[config.mk]
export PLATFORM = sky130hd
export DESIGN_NAME = i2c_slave_core
export DESIGN_NICKNAME = d
export VERILOG_FILES = /design/src/rtl/i2c_slave_core.sv
export SDC_FILE = /design/constraint.sdc
export NUM_CORES = 1
export LEC_CHECK = 0
export CORE_ASPECT_RATIO = 0.6
export CORE_MARGIN = 3
export CORE_UTILIZATION = 55
export CTS_CLUSTER_DIAMETER = 80
export DETAILED_ROUTE_END_ITERATION = 16
export PLACE_DENSITY_LB_ADDON = 0.05
export REMOVE_ABC_BUFFERS = 1
export SLEW_MARGIN = 20
export SYNTH_ARGS = -nofsm -noshare
export SYNTH_HDL_FRONTEND = slang
export SYNTH_SLANG_ARGS = --single-unit
[constraint.sdc]
create_clock -name Clk -period 3.2 [get_ports Clk]
set_input_delay 0.64 -clock Clk [delete_from_list [all_inputs] [get_ports Clk]]
set_output_delay 0.64 -clock Clk [all_outputs]
set_load 0.005 [all_outputs]
[src/rtl/i2c_slave_core.sv]
// Bit-level I2C target: oversamples SCL/SDA, detects START/STOP, matches a 7-bit
// address and shifts data bytes in or out over a simple parallel handshake.
module i2c_slave_core #(
    parameter int ADDR_W = 7,
    parameter int DWIDTH = 8
) (
    input  logic              Clk,
    input  logic              Rst,
    input  logic              Scl_i,
    input  logic              Sda_i,
    output logic              Sda_oe,
    input  logic [ADDR_W-1:0] Slave_addr,
    input  logic              Rx_nack,
    output logic [DWIDTH-1:0] Rx_data,
    output logic              Rx_valid,
    input  logic [DWIDTH-1:0] Tx_data,
    output logic              Tx_rd,
    output logic              Rw,
    output logic              Addr_match,
    output logic              Busy,
    output logic              Stop_det
);

    localparam int CNT_W = $clog2(DWIDTH);
    localparam logic [CNT_W-1:0] LAST_BIT = CNT_W'(DWIDTH - 1);

    typedef enum logic [2:0] {
        IDLE, ADDR, ADDR_ACK, RX_DATA, RX_ACK, TX_DATA, TX_ACK, IGNORE
    } state_t;

    state_t            state_q;
    logic [1:0]        sclSync_q, sdaSync_q;
    logic              sclPrev_q, sdaPrev_q;
    logic [DWIDTH-1:0] shift_q;
    logic [CNT_W-1:0]  bitCnt_q;
    logic              byteDone_q;
    logic              rxPend_q;
    logic              ackIn_q;
    logic              sdaOe_q, rxValid_q, txRd_q, rw_q, addrMatch_q, busy_q, stopDet_q;
    logic [DWIDTH-1:0] rxData_q;

    logic scl, sda, sclRise, sclFall, startEv, stopEv, addrHit;

    assign scl     = sclSync_q[1];
    assign sda     = sdaSync_q[1];
    assign sclRise = scl & ~sclPrev_q;
    assign sclFall = ~scl & sclPrev_q;
    assign startEv = ~sda & sdaPrev_q & scl & sclPrev_q;
    assign stopEv  = sda & ~sdaPrev_q & scl & sclPrev_q;
    assign addrHit = (shift_q[ADDR_W:1] == Slave_addr);

    // byteDone_q marks that all bits of the byte were sampled, so the next SCL
    // fall is the byte-end fall rather than the fall right after START.
    always_ff @(posedge Clk) begin
        if (Rst) begin
            state_q     <= IDLE;
            sclSync_q   <= 2'b11;
            sdaSync_q   <= 2'b11;
            sclPrev_q   <= 1'b1;
            sdaPrev_q   <= 1'b1;
            shift_q     <= '0;
            bitCnt_q    <= '0;
            byteDone_q  <= 1'b0;
            rxPend_q    <= 1'b0;
            ackIn_q     <= 1'b1;
            sdaOe_q     <= 1'b0;
            rxData_q    <= '0;
            rxValid_q   <= 1'b0;
            txRd_q      <= 1'b0;
            rw_q        <= 1'b0;
            addrMatch_q <= 1'b0;
            busy_q      <= 1'b0;
            stopDet_q   <= 1'b0;
        end else begin
            sclSync_q <= {sclSync_q[0], Scl_i};
            sdaSync_q <= {sdaSync_q[0], Sda_i};
            sclPrev_q <= scl;
            sdaPrev_q <= sda;
            rxValid_q <= rxPend_q;
            rxPend_q  <= 1'b0;
            txRd_q    <= 1'b0;
            stopDet_q <= 1'b0;

            if (startEv) begin
                state_q     <= ADDR;
                bitCnt_q    <= '0;
                byteDone_q  <= 1'b0;
                sdaOe_q     <= 1'b0;
                addrMatch_q <= 1'b0;
                busy_q      <= 1'b1;
            end else if (stopEv) begin
                state_q     <= IDLE;
                sdaOe_q     <= 1'b0;
                busy_q      <= 1'b0;
                addrMatch_q <= 1'b0;
                stopDet_q   <= 1'b1;
            end else if (sclRise) begin
                case (state_q)
                    ADDR, RX_DATA, TX_DATA: begin
                        if (state_q != TX_DATA)
                            shift_q <= {shift_q[DWIDTH-2:0], sda};
                        bitCnt_q <= bitCnt_q + 1'b1;
                        if (bitCnt_q == LAST_BIT) begin
                            byteDone_q <= 1'b1;
                            if (state_q == RX_DATA) begin
                                rxData_q <= {shift_q[DWIDTH-2:0], sda};
                                rxPend_q <= 1'b1;
                            end
                        end
                    end
                    TX_ACK:  ackIn_q <= sda;
                    default: ;
                endcase
            end else if (sclFall) begin
                case (state_q)
                    ADDR: if (byteDone_q) begin
                        byteDone_q <= 1'b0;
                        if (addrHit) begin
                            sdaOe_q     <= 1'b1;
                            rw_q        <= shift_q[0];
                            addrMatch_q <= 1'b1;
                            state_q     <= ADDR_ACK;
                        end else begin
                            sdaOe_q <= 1'b0;
                            state_q <= IGNORE;
                        end
                    end
                    ADDR_ACK: if (rw_q) begin
                        shift_q <= Tx_data;
                        txRd_q  <= 1'b1;
                        sdaOe_q <= ~Tx_data[DWIDTH-1];
                        state_q <= TX_DATA;
                    end else begin
                        sdaOe_q <= 1'b0;
                        state_q <= RX_DATA;
                    end
                    RX_DATA: if (byteDone_q) begin
                        byteDone_q <= 1'b0;
                        sdaOe_q    <= ~Rx_nack;
                        state_q    <= RX_ACK;
                    end
                    RX_ACK: begin
                        sdaOe_q <= 1'b0;
                        state_q <= sdaOe_q ? RX_DATA : IGNORE;
                    end
                    TX_DATA: if (byteDone_q) begin
                        byteDone_q <= 1'b0;
                        sdaOe_q    <= 1'b0;
                        state_q    <= TX_ACK;
                    end else begin
                        shift_q <= {shift_q[DWIDTH-2:0], 1'b0};
                        sdaOe_q <= ~shift_q[DWIDTH-2];
                    end
                    TX_ACK: if (!ackIn_q) begin
                        shift_q <= Tx_data;
                        txRd_q  <= 1'b1;
                        sdaOe_q <= ~Tx_data[DWIDTH-1];
                        state_q <= TX_DATA;
                    end else begin
                        sdaOe_q <= 1'b0;
                        state_q <= IGNORE;
                    end
                    default: sdaOe_q <= 1'b0;
                endcase
            end
        end
    end

    assign Sda_oe     = sdaOe_q;
    assign Rx_data    = rxData_q;
    assign Rx_valid   = rxValid_q;
    assign Tx_rd      = txRd_q;
    assign Rw         = rw_q;
    assign Addr_match = addrMatch_q;
    assign Busy       = busy_q;
    assign Stop_det   = stopDet_q;

endmodule

==> impl_metrics.tcl, run 1 <==
set metrics [dict create \
    swShare_pct 22.6 \
    ys_seq_elements 38 \
    grt_pass1_vias 1497 \
    wl_per_cell_um 15.7 \
    antenna_found_initial 0 \
    wirelength_um 4380 \
    r2r_slack_ns 0.62 \
    combPwrFrac_pct 8.5 \
    peakVddDrop_uv 264 \
    die_w_um 82.9 \
    diodes 0 \
    cts-resized-gates 0 \
    vias 1629 \
    hold_viol 0 \
    min_path_type "reg2reg" \
    core_mm2 0.00332 \
    area_growth_pct 20.3 \
    multiInputGateArea_mm2 0.00107 \
    vias_per_cell 5.84 \
    drive_gt1_share_pct 11.1 \
    power.switching_uw 200 \
    slew_viol_final 0 \
    grt_usage_pct 21.4 \
    path_max_fanout 16 \
    drt_iter0_markers 114 \
    port-buffer-count 34 \
    die_h_um 52.1 \
    place_area_mm2 0.00226 \
    ys_warn_count 0 \
    worst-slew-pin-transition_ns 0.720 \
    setup_viol 0 \
    power_leakage_uw 0.000964 \
    dp_hpwl_um 3190 \
    cts_buffer_depth 2 \
    drc 0 \
    cts.sinks 38 \
    overflow 0 \
    fin_nets 259 \
    drtPass1Iterations 5 \
    gp_congestion 0.952 \
    cts_tree "yes" \
    grt_max_degree 19 \
    boundaryPins 35 \
    r2r-end "shift_q[1]" \
    fin_area_mm2 0.00234 \
    layout.area.seq_um2 761 \
    synth_cell_types 47 \
    min_period_over_period_pct 80.7 \
    synth.area.top_cells "dfxtp_1, mux2i_1, nor2_1" \
    rr_startpoint "sclSync_q[1]" \
    end_kind "register" \
    min_to "sclSync_q[1]" \
    drv_cap 0 \
    clock_latency_ns 0.28 \
    dieArea_mm2 0.00432 \
    run_status "finished clean" \
    hp-start "sclSync_q[0]" \
    cts_htree_levels 2 \
    skew_ns 0.00842 \
    p_int_uw 685 \
    cts_setup_buffers 0 \
    syn_area_per_cell_um2 9.46 \
    ant_nets 0 \
    synthesis.instances 206 \
    numCtsBuffers 5 \
    cp-startpoint "sclSync_q[1]" \
    rr_worst_depth 6 \
    synth_top_area_share_pct 39.0 \
    power_uw 885 \
    final.fill_count 272 \
    power_frac_clock_pct 36.4 \
    period_needed_ns 2.58 \
    worstPathRequired_ns 3.37 \
    rows 16 \
    relSlewSlack_pct 51.9 \
    netlist_area_mm2 0.00195 \
    hold_depth 1 \
    fmax_ghz 0.387 \
    root_buffer "clkbuf_8" \
    power.density_mw_per_mm2 377 \
    start_util_pct 58.7 \
    yosysSeqAreaShare_pct 39.0 \
    rsz0062_at_grt "false" \
    pwr-share-seq_pct 55.1 \
    critPathArrivalTime_ns 2.75 \
    cp-start-kind "register" \
    final.setup.tns_ns 0 \
    grt_pass1_wl_um 7310 \
    synth.largest_area_cell "dfxtp_1" \
    critical_path_class "reg2reg" \
    clkTransAtPathRegs_ns 0.06 \
    hold_buffers 0 \
]
==> cells in the final DEF, fill, tap and decap left out, drive strengths merged, types with 3 or more instances in the layout <==
cell,count
nand3,5
a31oi,4
xnor2,7
a21oi,7
o21ai,5
nor2b,5
dfxtp,38
nor2,30
or2,9
inv,6
mux2i,19
nand2b,6
nor3,3
ha,4
nand4,4
clkbuf,6
nand2,7
clkdlybuf4s50,34
a211oi,11
==> per-layer routing <==
metal	up-vias	track usage (%)	part of all wire (%)
met5	-	0	0
met4	0	6.79	0.41
met3	4	7.28	10
met2	93	31.3	42
met1	754	29.6	47
li1	778	-	-
==> area by class of cell <==
type / count / share of cell area [%]
Timing Repair Buffer: 35 / 14.8
Inverter: 6 / 0.961
Clock buffer: 6 / 3.52
Tap cell: 45 / 2.40
Sequential cell: 38 / 32.4
Multi-Input combinational cell: 149 / 45.8
==> cells in the mapped netlist, drive strengths merged <==
library cell / count
or2b: 1
or4: 1
o21ai: 5
and4b: 1
a311oi: 1
nor3: 3
o41ai: 1
nand2: 7
nand3: 5
o211ai: 2
nand4: 4
a21oi: 7
o21bai: 1
inv: 6
a22oi: 1
mux2i: 19
nor2b: 5
a211oi: 11
a21o: 1
or2: 9
nand2b: 6
clkbuf: 3
nor4: 1
nor3b: 2
a32o: 1
nand3b: 1
ha: 4
xor2: 2
buf: 10
nand4b: 1
o22ai: 1
nor4b: 1
dfxtp: 38
nor2: 30
and2: 1
a2111oi: 1
o32ai: 1
a31oi: 4
xnor2: 7
==> power groups by stage <==
stage          Combinational (uW)  Clock (uW)  Sequential, uW
2_1_floorplan                35.5           0             495
3_3_place_gp                 73.5           0             497
3_5_place_dp                 75.0           0             497
4_1_cts                      75.3         325             487
5_1_grt                      81.9         353             488
6_report                     75.6         322             487
==> per-stage QoR <==
stage / util, % / setup WS, ns / hold slack, ns / instances
5_1_grt: 70.6 / 0.468 / 0.441 / 279
2_1_floorplan: - / 1.21 / 0.389 / 193
6_report: 70.6 / 0.617 / 0.411 / 279
4_1_cts: 70.6 / 0.632 / 0.414 / 279
3_5_place_dp: 68.1 / 0.650 / 0.398 / 273
3_3_place_gp: 68.1 / 0.771 / 0.391 / 273
==> worst max-delay path: stages, from the launching register on <==
cell and delay, ns:
dfxtp_1 0.42, ha_1 0.60, nor2b_1 0.26, o21ai_2 0.11
a211oi_4 0.66, nor2_1 0.11, a211oi_1 0.31
==> how the worst max path moves through the flow <==
stage,endpoint,slack [ns],cells after the start
2_1_floorplan,shift_q[3],1.21,6
3_3_place_gp,state_q[0],0.77,6
3_5_place_dp,shift_q[1],0.65,6
4_1_cts,shift_q[1],0.63,6
5_1_grt,shift_q[1],0.47,6
6_report,shift_q[1],0.62,6
==> state kept, by name, summed over array words and instances (netlist names) <==
register / count
ackIn_q: 1
sdaPrev_q: 1
Tx_rd: 1
Busy: 1
Rw: 1
sclSync_q: 2
Addr_match: 1
Rx_data: 8
bitCnt_q: 3
byteDone_q: 1
sclPrev_q: 1
rxPend_q: 1
sdaSync_q: 2
state_q: 3
Stop_det: 1
Sda_oe: 1
shift_q: 8
Rx_valid: 1
==> cells by family (layout without fill, tap and decap cells) <==
kind of cell,after synthesis,after routing,synth area share [%]
buffers and inverters,19,47,5.84
xor gates and xnor gates,9,9,4.04
DFF,38,38,39.0
and+or+nand+nor,79,79,22.5
AOI/OAI and AO/OA,38,38,16.2
adders and majority gates,4,4,2.57
muxes,19,19,9.76
Power figures use the tool's default switching activity.
==> run 2: changes to the inputs <==
--- a/config.mk
+++ b/config.mk
@@ -7,7 +7,7 @@
 export LEC_CHECK = 0
 export CORE_ASPECT_RATIO = 0.6
 export CORE_MARGIN = 3
-export CORE_UTILIZATION = 55
+export CORE_UTILIZATION = 47
 export CTS_CLUSTER_DIAMETER = 80
 export DETAILED_ROUTE_END_ITERATION = 16
 export PLACE_DENSITY_LB_ADDON = 0.05
==> constraint.sdc (replaced) <==
create_clock -name Clk -period 2.2 [get_ports Clk]
set_input_delay 0.44 -clock Clk [delete_from_list [all_inputs] [get_ports Clk]]
set_output_delay 0.44 -clock Clk [all_outputs]
set_load 0.005 [all_outputs]
==> run 2 against run 1 <==
Total power grew 48%. Global-route usage shrank 2.0 points. Flip-flop and latch count is the same. Critical endpoint is now state_q[0]. Largest cell class unchanged.
==> impl_metrics.tcl, run 2 (synthesis gave the netlist of run 1 again) <==
set metrics [dict create \
    critical_path_class "in2reg" \
    vias_per_cell 5.40 \
    drive_gt1_share_pct 14.0 \
    area_growth_pct 23.6 \
    fin_util_pct 62.9 \
    wl_per_cell_um 15.4 \
    wirelength_um 4480 \
    worstPathBufferInverterCount 1 \
    rows 17 \
    run_status "finished clean" \
    cp_slowest_cell "or4_4" \
    clkTransAtPathRegs_ns 0.07 \
    fmax_ghz 0.512 \
    cts_tree "yes" \
    max_stage_delay_ns 0.58 \
    core_mm2 0.00383 \
    dp_hpwl_um 3400 \
    cts.sinks 38 \
    cts_buffer_depth 2 \
    min_path_type "reg2reg" \
    start_util_pct 50.9 \
    grt_pass1_wl_um 7590 \
    slew_viol_final 0 \
    end_kind "register" \
    hold_ws_ns 0.409 \
    final_cell_mix "dfxtp_1, clkdlybuf4s50_1, nor2_1" \
    overflow 0 \
    gp_congestion 0.884 \
    antenna_found_initial 0 \
    grt_max_degree 21 \
    cts_setup_buffers 0 \
    rsz0062_at_grt "false" \
    dieArea_mm2 0.00498 \
    cts-resized-gates 0 \
    root_buffer "clkbuf_8" \
    place_area_mm2 0.00232 \
    grt_pass1_vias 1514 \
    power_leakage_uw 0.00100 \
    peakVddDrop_uv 347 \
    min_period_over_period_pct 88.8 \
    vias 1566 \
    numCtsBuffers 5 \
    drv_cap 0 \
    crit_path_cell_trace "clkdlybuf4s50_1 > xnor2_1 > nand4_1 > or4_4 > a2111oi_4 > nor3_1" \
    power.density_mw_per_mm2 545 \
    hold_buffers 0 \
    cp-start-kind "input port" \
    setup_viol 0 \
    port-buffer-count 34 \
    critPathTopFamily "simple AND/OR/NAND/NOR gates" \
    boundaryPins 35 \
    period_needed_ns 1.95 \
    worst-slew-pin-transition_ns 0.474 \
    fin_nets 266 \
    power_uw 1310 \
    path_max_fanout 2 \
    clock_latency_ns 0.29 \
    skew_ns 0.00271 \
    diodes 0 \
    die_w_um 89.1 \
    cts_htree_levels 2 \
    hold_viol 0 \
    grt_usage_pct 19.4 \
    drtPass1Iterations 6 \
    multiInputGateArea_mm2 0.00107 \
    fin_area_mm2 0.00241 \
    drc 0 \
    ant_nets 0 \
    critPathArrivalTime_ns 2.13 \
    layout.area.seq_um2 761 \
    final.fill_count 330 \
    worstPathRequired_ns 2.38 \
    final_common_cell "dfxtp_1" \
    relSlewSlack_pct 68.4 \
    drt_iter0_markers 129 \
    die_h_um 55.9 \
]
-- run 2: cell types whose count changed in the layout (fill, tap and decap cells not counted), sizes merged --
| cell | previous run | this run |
|---|---|---|
| clkinv | 0 | 1 |
| clkbuf | 6 | 7 |
| buf | 1 | 8 |
-- run 2: power by group --
| group | switching (uW) | leakage, uW | internal [uW] |
|---|---|---|---|
| Combinational | 54.4 | 0.000649 | 63.2 |
| Clock | 237 | 0.0000482 | 253 |
| Sequential | 10.8 | 0.000308 | 695 |
| Total | 302 | 0.00100 | 1010 |
-- run 2: layout make-up --
cell class | count | share of cell area (%)
multi-input combinational | 149 | 44.6
sequential | 38 | 31.6
timing repair buffer | 42 | 16.6
clock buffer | 7 | 3.58
tap | 47 | 2.44
inverter | 6 | 0.935
clock inverter | 1 | 0.208
-- run 2: layer usage --
metal	up-vias	track usage (%)	routed length, um
met4	0	3.82	28
li1	789	-	-
met3	5	4.44	241
met2	42	25.9	1880
met5	-	0	0
met1	730	31.0	2330
-- run 2: worst paths after layout --
path | endpoint | from | depth (start not counted) | slack, ns
worst max-delay path | state_q[0] | Slave_addr[5] | 6 | 0.25
worst min-delay path | sdaSync_q[1] | sdaSync_q[0] | 1 | 0.41
worst max register to register | shift_q[2] | sclPrev_q | 8 | 0.29
worst min register to register | sdaSync_q[1] | sdaSync_q[0] | 1 | 0.41
-- run 2: stage by stage --
| stage | cells | setup TNS (ns) | setup WS (ns) |
|---|---|---|---|
| 4_1_cts | 290 | 0 | 0.247 |
| 2_1_floorplan | 193 | 0 | 0.209 |
| 3_5_place_dp | 282 | -0.0591 | -0.0591 |
| 6_report | 290 | 0 | 0.247 |
| 5_1_grt | 290 | 0 | 0.0535 |
| 3_3_place_gp | 282 | -0.0137 | -0.0137 |
==> run 3: changes to the inputs <==
--- a/config.mk
+++ b/config.mk
@@ -6,8 +6,8 @@
 export NUM_CORES = 1
 export LEC_CHECK = 0
 export CORE_ASPECT_RATIO = 0.6
-export CORE_MARGIN = 3
-export CORE_UTILIZATION = 47
+export CORE_MARGIN = 2
+export CORE_UTILIZATION = 46
 export CTS_CLUSTER_DIAMETER = 80
 export DETAILED_ROUTE_END_ITERATION = 16
 export PLACE_DENSITY_LB_ADDON = 0.05
==> run 3 against run 2 <==
Non-clock buffer count rose by 1. Sequential power barely moved. Final area rose by 0.99%. Highest routed layer unchanged.
==> impl_metrics.tcl, run 3 (synthesis gave the netlist of run 1 again) <==
set metrics [dict create \
    grtUsageMet1_pct 29.4 \
    port-buffer-count 34 \
    cts_htree_levels 2 \
    grt-busiest-layer "met2" \
    diodes 0 \
    root_buffer "clkbuf_8" \
    relSlewSlack_pct 52.0 \
    numCtsBuffers 5 \
    path_max_fanout 15 \
    peakVddDrop_uv 297 \
    r2r-end "shift_q[2]" \
    cp-startpoint "sclPrev_q" \
    drc 0 \
    cts.sinks 38 \
    place_area_mm2 0.00234 \
    end_kind "register" \
    rr_worst_depth 8 \
    hold_viol 0 \
    wirelength_um 4570 \
    vias 1625 \
    power.switching_uw 311 \
    critical_path_class "reg2reg" \
    die_h_um 54.4 \
    vias_per_cell 5.35 \
    combPwrFrac_pct 8.7 \
    rr_startpoint "sclPrev_q" \
    ant_nets 0 \
    final.setup.tns_ns 0 \
    dp_hpwl_um 3450 \
    p_int_uw 1010 \
    area_growth_pct 24.8 \
    clkTransAtPathRegs_ns 0.07 \
    cp-start-kind "register" \
    grt_pass1_wl_um 7230 \
    pwr-share-seq_pct 53.6 \
    wl_per_cell_um 15.0 \
    power_leakage_uw 0.00101 \
    drtPass1Iterations 4 \
    fin_area_mm2 0.00243 \
    power.density_mw_per_mm2 543 \
    final_common_cell "dfxtp_1" \
    gp_congestion 0.874 \
    antenna_found_initial 0 \
    grt_pass1_vias 1437 \
    post-place-ws_ns -0.0597 \
    worst-slew-pin-transition_ns 0.719 \
    hold_ws_ns 0.411 \
    final_cell_mix "dfxtp_1, clkdlybuf4s50_1, nor2_1" \
    cts_buffer_depth 2 \
    cts_setup_buffers 0 \
    crit_end "shift_q[2]" \
    start_util_pct 47.6 \
    critPathArrivalTime_ns 2.19 \
    cts-resized-gates 0 \
    rsz0062_at_grt "false" \
    fmax_ghz 0.503 \
    drive_gt1_share_pct 14.3 \
    rows 18 \
    clock_latency_ns 0.29 \
    cts_tree "yes" \
    swShare_pct 23.5 \
    skew_ns 0.00377 \
    min_period_over_period_pct 90.3 \
    core_mm2 0.00410 \
    worstPathRequired_ns 2.40 \
    dieArea_mm2 0.00479 \
    die_w_um 88.0 \
    slew_viol_final 0 \
    power_frac_clock_pct 37.7 \
    period_needed_ns 1.99 \
    run_status "finished clean" \
    grt_max_degree 18 \
    hold_buffers 0 \
    setup_viol 0 \
    min_path_type "reg2reg" \
    fin_util_pct 59.3 \
    drt_iter0_markers 140 \
    drv_cap 0 \
    overflow 0 \
    boundaryPins 35 \
    r2r_slack_ns 0.21 \
    fin_ws_ns 0.213 \
    grt_usage_pct 20.8 \
    fin_nets 267 \
    use_met2_pct 30.9 \
    grt_use_met3_pct 5.73 \
]
==> run 3: stage by stage <==
step                      total power [uW]  std cells
after floorplan                        772        193
after global placement                 834        296
after detailed placement               838        296
after CTS                             1340        304
after global routing                  1380        304
final                                 1320        304
==> run 3: layout make-up <==
cell class,instances,area [um2]
inverter,6,22.5
tap,60,75.1
multi-input combinational,149,1070
timing repair buffer,43,408
clock inverter,1,5.00
clock buffer,7,86.3
fill,383,1670
sequential,38,761
==> run 3: worst max-delay path, stage by stage (launching register included) <==
cell and delay [ns]:
dfxtp_1 0.39, inv_1 0.07, ha_1 0.32, nor4b_4 0.30, o21ai_2 0.09, a211oi_4 0.22
buf_4 0.24, nor2_1 0.06, a211oi_1 0.21
==> run 3: power by group through the flow <==
stage / Sequential [uW] / Clock, uW / Combinational [uW]
after floorplan: 720 / 0 / 51.6
after global placement: 723 / 0 / 111
after detailed placement: 724 / 0 / 114
after CTS: 708 / 515 / 115
after global routing: 710 / 549 / 123
final: 708 / 499 / 115
==> run 3: how the worst min path moves through the flow <==
stage,from,to,slack [ns],cells past startpoint
floorplan,sclSync_q[0],sclSync_q[1],0.39,1
global placement,sdaSync_q[0],sdaSync_q[1],0.39,1
detailed placement,sclSync_q[0],sclSync_q[1],0.39,1
CTS,sclSync_q[0],sclSync_q[1],0.41,1
global route,sclSync_q[0],sclSync_q[1],0.44,1
finish,sclSync_q[0],sclSync_q[1],0.41,1
==> run 3: layer usage <==
layer  vias to the layer above  wire (um)
li1                        802          -
met1                       767       2170
met2                        52       2050
met3                         4        329
met4                         0         26
met5                         -          0
